**src/rtl/vga_pkg.sv**
```systemverilog
// ---------------------------------------------------------------------------
// vga_pkg
// Shared VGA raster constants for 640x480 @ 60 Hz with a 25 MHz pixel clock.
// Holds the default porch/sync/visible sizes, the derived totals and sync
// window bounds, the scan-coordinate type and a small window-test helper.
// Imported by vga_timing_gen and mod_counter.
// ---------------------------------------------------------------------------
package vga_pkg;

  localparam int COORD_W = 10;

  localparam int H_VISIBLE = 640;
  localparam int H_FRONT   = 16;
  localparam int H_SYNC    = 96;
  localparam int H_BACK    = 48;

  localparam int V_VISIBLE = 480;
  localparam int V_FRONT   = 10;
  localparam int V_SYNC    = 2;
  localparam int V_BACK    = 33;

  localparam int H_TOTAL = H_VISIBLE + H_FRONT + H_SYNC + H_BACK;
  localparam int V_TOTAL = V_VISIBLE + V_FRONT + V_SYNC + V_BACK;

  // Sync windows are half-open: [START, END)
  localparam int H_SYNC_START = H_VISIBLE + H_FRONT;
  localparam int H_SYNC_END   = H_SYNC_START + H_SYNC;
  localparam int V_SYNC_START = V_VISIBLE + V_FRONT;
  localparam int V_SYNC_END   = V_SYNC_START + V_SYNC;

  typedef logic [COORD_W-1:0] coord_t;

  // True when lo <= v < hi
  function automatic logic inWindow(coord_t v, int lo, int hi);
    return (int'(v) >= lo) && (int'(v) < hi);
  endfunction

endpackage

```
**src/rtl/vga_timing_gen_mod_counter.sv**
```systemverilog
// ---------------------------------------------------------------------------
// mod_counter
// Modulo-MOD up-counter used for the horizontal and vertical scan positions.
// Ports:
//   clk     in   rising-edge clock
//   reset_n in   asynchronous active-low reset (count -> 0)
//   inc     in   advance by one on this edge
//   wrap    out  combinational: inc is high and count is at MOD-1, so the
//                next edge returns count to 0
//   count   out  registered count, 0..MOD-1
// ---------------------------------------------------------------------------
module mod_counter
  import vga_pkg::*;
#(
  parameter int MOD = 800
) (
  input  logic   clk,
  input  logic   reset_n,
  input  logic   inc,
  output logic   wrap,
  output coord_t count
);

  localparam coord_t LAST = coord_t'(MOD - 1);

  assign wrap = inc && (count == LAST);

  always_ff @(posedge clk or negedge reset_n) begin
    if (!reset_n) begin
      count <= '0;
    end else if (inc) begin
      count <= wrap ? '0 : count + coord_t'(1);
    end
  end

endmodule

```
**src/rtl/vga_timing_gen.sv**
```systemverilog
// ---------------------------------------------------------------------------
// vga_timing_gen
// VGA raster timing generator in the pixel-clock domain. Free-running
// horizontal/vertical counters provide DrawX/DrawY; syncs, display enable and
// the line/frame pulses are registered from the counters' next values so that
// every output refers to the same pixel in the same cycle.
// Ports:
//   vga_clk     in   pixel clock
//   reset_n     in   asynchronous active-low reset
//   DrawX       out  horizontal count 0..H_TOTAL-1
//   DrawY       out  vertical count 0..V_TOTAL-1
//   hs, vs      out  syncs, SYNC_ACTIVE inside the sync window
//   display_on  out  DrawX < H_VISIBLE and DrawY < V_VISIBLE
//   line_start  out  high while DrawX == 0 (not in reset)
//   frame_start out  high while DrawX == 0 and DrawY == 0 (not in reset)
//   frame_cnt   out  8-bit frame counter, only with VGA_FRAME_COUNT_EN
// Optional feature macro: VGA_FRAME_COUNT_EN
// ---------------------------------------------------------------------------
module vga_timing_gen #(
  parameter int   H_VISIBLE   = vga_pkg::H_VISIBLE,
  parameter int   H_FRONT     = vga_pkg::H_FRONT,
  parameter int   H_SYNC      = vga_pkg::H_SYNC,
  parameter int   H_BACK      = vga_pkg::H_BACK,
  parameter int   V_VISIBLE   = vga_pkg::V_VISIBLE,
  parameter int   V_FRONT     = vga_pkg::V_FRONT,
  parameter int   V_SYNC      = vga_pkg::V_SYNC,
  parameter int   V_BACK      = vga_pkg::V_BACK,
  parameter logic SYNC_ACTIVE = 1'b0
) (
  input  logic            vga_clk,
  input  logic            reset_n,
  output vga_pkg::coord_t DrawX,
  output vga_pkg::coord_t DrawY,
  output logic            hs,
  output logic            vs,
  output logic            display_on,
  output logic            line_start,
`ifdef VGA_FRAME_COUNT_EN
  output logic            frame_start,
  output logic [7:0]      frame_cnt
`else
  output logic            frame_start
`endif
);

  import vga_pkg::*;

  localparam int H_TOT      = H_VISIBLE + H_FRONT + H_SYNC + H_BACK;
  localparam int V_TOT      = V_VISIBLE + V_FRONT + V_SYNC + V_BACK;
  localparam int L_HS_START = H_VISIBLE + H_FRONT;
  localparam int L_HS_END   = L_HS_START + H_SYNC;
  localparam int L_VS_START = V_VISIBLE + V_FRONT;
  localparam int L_VS_END   = L_VS_START + V_SYNC;

  // The counters are COORD_W bits wide, so larger totals cannot be represented
  if (H_TOT > 1024 || V_TOT > 1024) begin : g_timingTooLarge
    $error("vga_timing_gen: H_TOTAL and V_TOTAL must not exceed 1024");
  end

  coord_t w_hCount;
  coord_t w_vCount;
  logic   w_hWrap;
  logic   w_vWrap;
  coord_t w_hNext;
  coord_t w_vNext;

  logic   r_hs;
  logic   r_vs;
  logic   r_displayOn;
  logic   r_lineStart;
  logic   r_frameStart;

  mod_counter #(.MOD(H_TOT)) u_hCounter (
    .clk     (vga_clk),
    .reset_n (reset_n),
    .inc     (1'b1),
    .wrap    (w_hWrap),
    .count   (w_hCount)
  );

  // The vertical counter only moves at the end of each line
  mod_counter #(.MOD(V_TOT)) u_vCounter (
    .clk     (vga_clk),
    .reset_n (reset_n),
    .inc     (w_hWrap),
    .wrap    (w_vWrap),
    .count   (w_vCount)
  );

  // Position the counters will hold after this edge; the decoded outputs are
  // registered from it so they line up with DrawX/DrawY.
  assign w_hNext = w_hWrap ? '0 : w_hCount + coord_t'(1);
  assign w_vNext = w_vWrap ? '0 : (w_hWrap ? w_vCount + coord_t'(1) : w_vCount);

  always_ff @(posedge vga_clk or negedge reset_n) begin
    if (!reset_n) begin
      r_hs         <= ~SYNC_ACTIVE;
      r_vs         <= ~SYNC_ACTIVE;
      r_displayOn  <= 1'b0;
      r_lineStart  <= 1'b0;
      r_frameStart <= 1'b0;
    end else begin
      r_hs         <= inWindow(w_hNext, L_HS_START, L_HS_END) ? SYNC_ACTIVE : ~SYNC_ACTIVE;
      r_vs         <= inWindow(w_vNext, L_VS_START, L_VS_END) ? SYNC_ACTIVE : ~SYNC_ACTIVE;
      r_displayOn  <= (w_hNext < coord_t'(H_VISIBLE)) && (w_vNext < coord_t'(V_VISIBLE));
      r_lineStart  <= (w_hNext == '0);
      r_frameStart <= (w_hNext == '0) && (w_vNext == '0);
    end
  end

`ifdef VGA_FRAME_COUNT_EN
  logic [7:0] r_frameCnt;

  // Steps on the edge that enters (0,0), together with frame_start
  always_ff @(posedge vga_clk or negedge reset_n) begin
    if (!reset_n) begin
      r_frameCnt <= 8'd0;
    end else if (w_vWrap) begin
      r_frameCnt <= r_frameCnt + 8'd1;
    end
  end

  assign frame_cnt = r_frameCnt;
`endif

  assign DrawX       = w_hCount;
  assign DrawY       = w_vCount;
  assign hs          = r_hs;
  assign vs          = r_vs;
  assign display_on  = r_displayOn;
  assign line_start  = r_lineStart;
  assign frame_start = r_frameStart;

endmodule

```
**config.mk**
```make
export PLATFORM = sky130hd
export DESIGN_NAME = vga_timing_gen
export DESIGN_NICKNAME = d
export VERILOG_FILES = /design/src/rtl/vga_pkg.sv /design/src/rtl/vga_timing_gen_mod_counter.sv /design/src/rtl/vga_timing_gen.sv
export SDC_FILE = /design/constraint.sdc
export NUM_CORES = 1
export LEC_CHECK = 0
export BUFFER_PORTS_ARGS = -buffer_cell sky130_fd_sc_hd__buf_2
export CORE_MARGIN = 2
export CORE_UTILIZATION = 35
export CTS_BUF_LIST = sky130_fd_sc_hd__clkbuf_8
export DETAILED_ROUTE_END_ITERATION = 6
export PLACE_DENSITY = 0.62
export SLEW_MARGIN = 20
export SYNTH_ARGS = -nofsm -noshare
export SYNTH_HDL_FRONTEND = slang
export SYNTH_SLANG_ARGS = --single-unit
```
**constraint.sdc**
```tcl
create_clock -name vga_clk -period 2.8 [get_ports vga_clk]
set_input_delay 0.14 -clock vga_clk [delete_from_list [all_inputs] [get_ports vga_clk]]
set_output_delay 0.14 -clock vga_clk [all_outputs]
set_load 0.01 [all_outputs]
```
; ---- Word level (Yosys, flattened, before mapping)
; Cells that the tools add are included.
[word_totals]
word_cells = 30
regBits = 25
in_bits = 2
output_inout_bits = 25
[op_classes]
n_addsub = 2
n_eq_ne = 2
muxes = 6
order_cmp = 6
reduce_logical = 7
[ops]
columns = cell, n
row1 = 10-bit two-way mux, 4
row2 = "10-bit by 1-bit adder with 10-bit output, second input constant", 2
row3 = "10-bit == test, second input constant", 2
row4 = 10-bit logical NOT, 2
row5 = "10-bit less-than comparator, second input constant", 2
row6 = "10-bit by 9-bit less-than comparator with 1-bit output, second input constant", 2
row7 = "10-bit greater-or-equal comparator, second input constant", 1
row8 = "10-bit by 9-bit greater-or-equal comparator with 1-bit output, second input constant", 1
row9 = 1-bit logical AND, 5
row10 = 1-bit two-way mux, 2

; ---- Logic depth before layout (Yosys ltp)
[depth]
word_depth = 6
mapped_depth = 8
depth_no_buf = 8

; ---- Modules after synthesis
; A second synthesis with hierarchy kept.
[hier_totals]
hier_cells = 200
hier_area_um2 = 1879.3
[by_module_without_submodules]
columns = module, seq_area_each_um2, cells_each, area_per_inst_um2, n_inst
row1 = vga_timing_gen, 127.6, 101, 808.3, 1
row2 = mod_counter (u_vCounter), 250.2, 52, 544.3, 1
row3 = mod_counter (u_hCounter), 250.2, 47, 526.8, 1

; ---- Worst setup path after synthesis
; Ideal clock, no wire load.
[synth_path]
kind = reg-to-reg
start = register u_hCounter.count[0]
end = register r_frameStart, in the netlist frame_start
arrival_ns = 2.312
path_stages_with_launch = 8
period_less_slack_ns = 2.406
slack_ns = 0.394
required_ns = 2.706
n_path_buf = 1
setup_ns = 0.094
cell_sequence = dfrtp_1 ha_1 nand4_4 or3_4 buf_6 or2_0 o32a_1 nor4b_4
[synth_between]
elab_chain_len = 5
word_cells_on_any_way = 9
cone_classes = add/sub: 1 / eq/ne: 1 / mux: 3 / reduce/logical: 4
[synth_lines]
columns = element, line
row1 = start: declaration, vga_timing_gen_mod_counter.sv:21  ; output coord_t count
row2 = start signal: assignment, vga_timing_gen_mod_counter.sv:32  ; count <= wrap ? '0 : count + coord_t'(1);
row3 = branches (longest 4 deep; another with 10-bit by 1-bit adder with 10-bit output), n/a
row4 = 1-bit logical AND *, vga_timing_gen.sv:107  ; r_frameStart <= (w_hNext == '0) && (w_vNext == '0);
row5 = end signal: assignment, vga_timing_gen.sv:107
row6 = end: declaration, vga_timing_gen.sv:71  ; logic r_frameStart;
; Every way passes the cells marked *.
; A chain may end at the register's enable or synchronous reset.

; ---- Final worst setup path
; Ends and elaborated chain as after synthesis.

==> qor.txt <==
TritonCTS Buffers = 3
Worst path cell trace = ha_1 -> nand4_4 -> or3_4 -> o221ai_1 -> nand2_1 -> or4_4 -> nor4b_4
First-pass GRT wire length = 6141 microns
CTS Root Cell = clkbuf_8
CTS tree = done
Startpoint Class = flop
Flops & latches, synth = 25
DRC errors left = 0
IO Pins = 27
Drt total wl = 3372 microns
Syn_area_per_cell = 9.829 sq um
CTS Buffer Depth = 2
Hpwl dp = 2461 microns
Final nets = 182
Ant. Diodes = 0
Core ar. = 4058 sq um
Met1 usage = 0.2009
Routed WL per cell = 14.92 microns
Routed vias = 1273
CTS sink cnt = 25
Die Footprint = 4807 sq um
GR Util met2 = 0.2585
Final Util = 0.4224
Worst hold-check path type = input port to asynchronous set/reset pin
Clock Latency Late Sink = 0.27 ns
Multi-input gate area = 800.8 sq um
Setup violations, final = 0
Distinct cells, synth = 49
TNS Setup = 0 ns
Filler cells = 380
Initial antenna violation count = 0
Critical path's slowest cell = or3_4
Critical-path maximum fanout = 12
Synth Flop Type = dfrtp_1
Setup crit end kind = flop
Number of core rows = 23
Pleak = 0.7541 nW
Async set or reset register ratio after synthesis = 1.000
EDFF count, synth = 0
Critical path class = flop to flop
Register area = 628.1 sq um
Starting DRT DRC Count = 115
Via/cell ratio = 5.633
Min cycle time layout = 2.517 ns
Max-Cap Viols = 0
Total gr overflow = 0
Hold Fails Final Rpt = 0
Syn nets = 157
Number of port buffers = 26
Synthesized area = 1494 sq um
Initial core utilization = 0.3682
DIE HEIGHT = 69.33 microns
RSZ-0062 raised after global routing = false
Mapped Cells = 152
Most common cell after layout, fill and taps aside = buf_2
Routability cong. = 0.7929
TritonRoute pass-1 iters = 4
Fin crit share = 0.8991
Hold slack final = 0.3815 ns
Routed Antenna Nets = 0
Slew @ Worst Pin = 0.5569 ns
Largest net degree at the start of global routing = 26
Seq/Total Area, Yosys = 0.4204
Status = complete, no violations
Syn. warnings = 0
Reg clk slew, reported paths = 0.09 ns
Share of cells above drive strength 1 = 0.2500
Reg2reg path depth = 7
RR Startpoint = u_hCounter.count[0]$_DFF_PN0_
Crit-path max cell delay = 0.50 ns
Synth-to-layout area growth = 14.74%
Grt met3 use = 0.03634
Most frequent cells in the layout = buf_2 (26), dfrtp_1 (23), nor2_1 (13), nand3_1 (11), nand2_1 (9)
Grt peak-use layer = met2
Width of the die = 69.33 microns
Power Density = 341.6 nW/um^2
Setup Skew = 0.005464 ns
Vias in the first global route = 1264
Max-slew violation count = 0
Global Route Usage Sum = 0.1551
F_max = 397.2 MHz
Htree depth = 1
Worst vdd ir = 0.2792 mV
Worst Path Required = 2.99 ns
Slew HR = 0.6287
Worst endpoint data arrival time = 2.71 ns
Setup crit start = u_hCounter.count[0]$_DFF_PN0_
[state kept, by name, summed over array words and instances, names as in the netlist]
signal,cells
vs,1
u_hCounter.count,10
hs,1
u_vCounter.count,10
line_start,1
display_on,1
frame_start,1
[stage by stage]
| stage | total power [mW] | cell area (sq um) | setup slack [ns] | std cells |
|---|---|---|---|---|
| after global placement | 0.3756 | 1653 | 0.3397 | 221 |
| after detailed placement | 0.3759 | 1653 | 0.2448 | 221 |
| after global routing | 0.6107 | 1714 | 0.08697 | 226 |
| final | 0.5855 | 1714 | 0.2826 | 226 |
| after CTS | 0.5936 | 1708 | 0.2342 | 226 |
| after floorplan | 0.3680 | 1494 | 0.3941 | 152 |
[layout make-up]
cell class / instances / share of cell area
tap: 50 / 0.03650
clock buffer: 3 / 0.02409
sequential: 25 / 0.3664
inverter: 6 / 0.01314
clock inverter: 1 / 0.002190
multi-input combinational: 112 / 0.4672
timing repair buffer: 29 / 0.09051
[synth_stat cells, types with 2 or more instances]
| cell type | n | area [sq um] |
|---|---|---|
| nor3_1 | 8 | 40.04 |
| or3_4 | 2 | 22.52 |
| a21o_1 | 2 | 15.01 |
| clkbuf_1 | 2 | 7.510 |
| a311o_1 | 2 | 20.02 |
| dfstp_2 | 2 | 52.55 |
| nand2_1 | 9 | 33.78 |
| xnor2_1 | 7 | 61.31 |
| nand3_1 | 11 | 55.05 |
| nor2b_1 | 2 | 12.51 |
| inv_1 | 6 | 22.52 |
| a21oi_1 | 5 | 25.02 |
| dfrtp_1 | 23 | 575.6 |
| nor2_1 | 13 | 48.80 |
| o21ai_0 | 3 | 15.01 |
| xor2_1 | 6 | 52.55 |
| buf_2 | 6 | 30.03 |
| and3_1 | 2 | 12.51 |
| ha_1 | 3 | 37.54 |
| o31ai_1 | 3 | 22.52 |
| nand4_1 | 6 | 37.54 |
| nor4_1 | 2 | 12.51 |
[report_power, final]
group          total [mW]  internal [mW]  leakage, nW  switching, mW
clock               0.216         0.0985       0.0269          0.118
combinational     0.00829        0.00141        0.404        0.00688
sequential          0.361          0.361        0.323              0
total               0.586          0.461        0.754          0.125
[metal layers]
metal / up-vias / wire length [microns]
met3: 7 / 192
met1: 618 / 1478
met5: - / 0
met4: 0 / 44
li1: 605 / -
met2: 43 / 1656
[worst paths after layout]
| kind | endpoint | slack (ns) |
|---|---|---|
| max | frame_start$_DFF_PN0_ | 0.28 |
| min | u_vCounter.count[4]$_DFFE_PN0N_ | 0.38 |
| max reg2reg | frame_start$_DFF_PN0_ | 0.28 |
| min reg2reg | u_hCounter.count[0]$_DFF_PN0_ | 0.57 |
| max in group asynchronous | hs$_DFF_PN1_ | 2.04 |
| min in group vga_clk | u_hCounter.count[0]$_DFF_PN0_ | 0.57 |
[timing repair]
action                                 in CTS  in global routing
setup endpoints to repair                   0                  1
hold buffers                                1                  0
endpoints found under the hold margin      23                  0
resized for setup                           0                  1
buffers inserted                            0                  0
[kinds of logic after synthesis]
group	count (synthesis)	share of synthesized area
buffers and inverters	15	0.04774
and+or+nand+nor	67	0.2806
xor gates and xnor gates	13	0.07621
AOI/OAI and AO/OA	26	0.1290
adders and majority gates	4	0.03183
DFF	25	0.4204
muxes	2	0.01424
[critical path: cells and delay by family (launching register included)]
kind,cells,cell delay [ns]
fa+ha+maj,1,0.33
flops,1,0.45
simple gates,5,1.53
compound gates,1,0.12
Note: power is estimated with default switching activity, not from simulation.
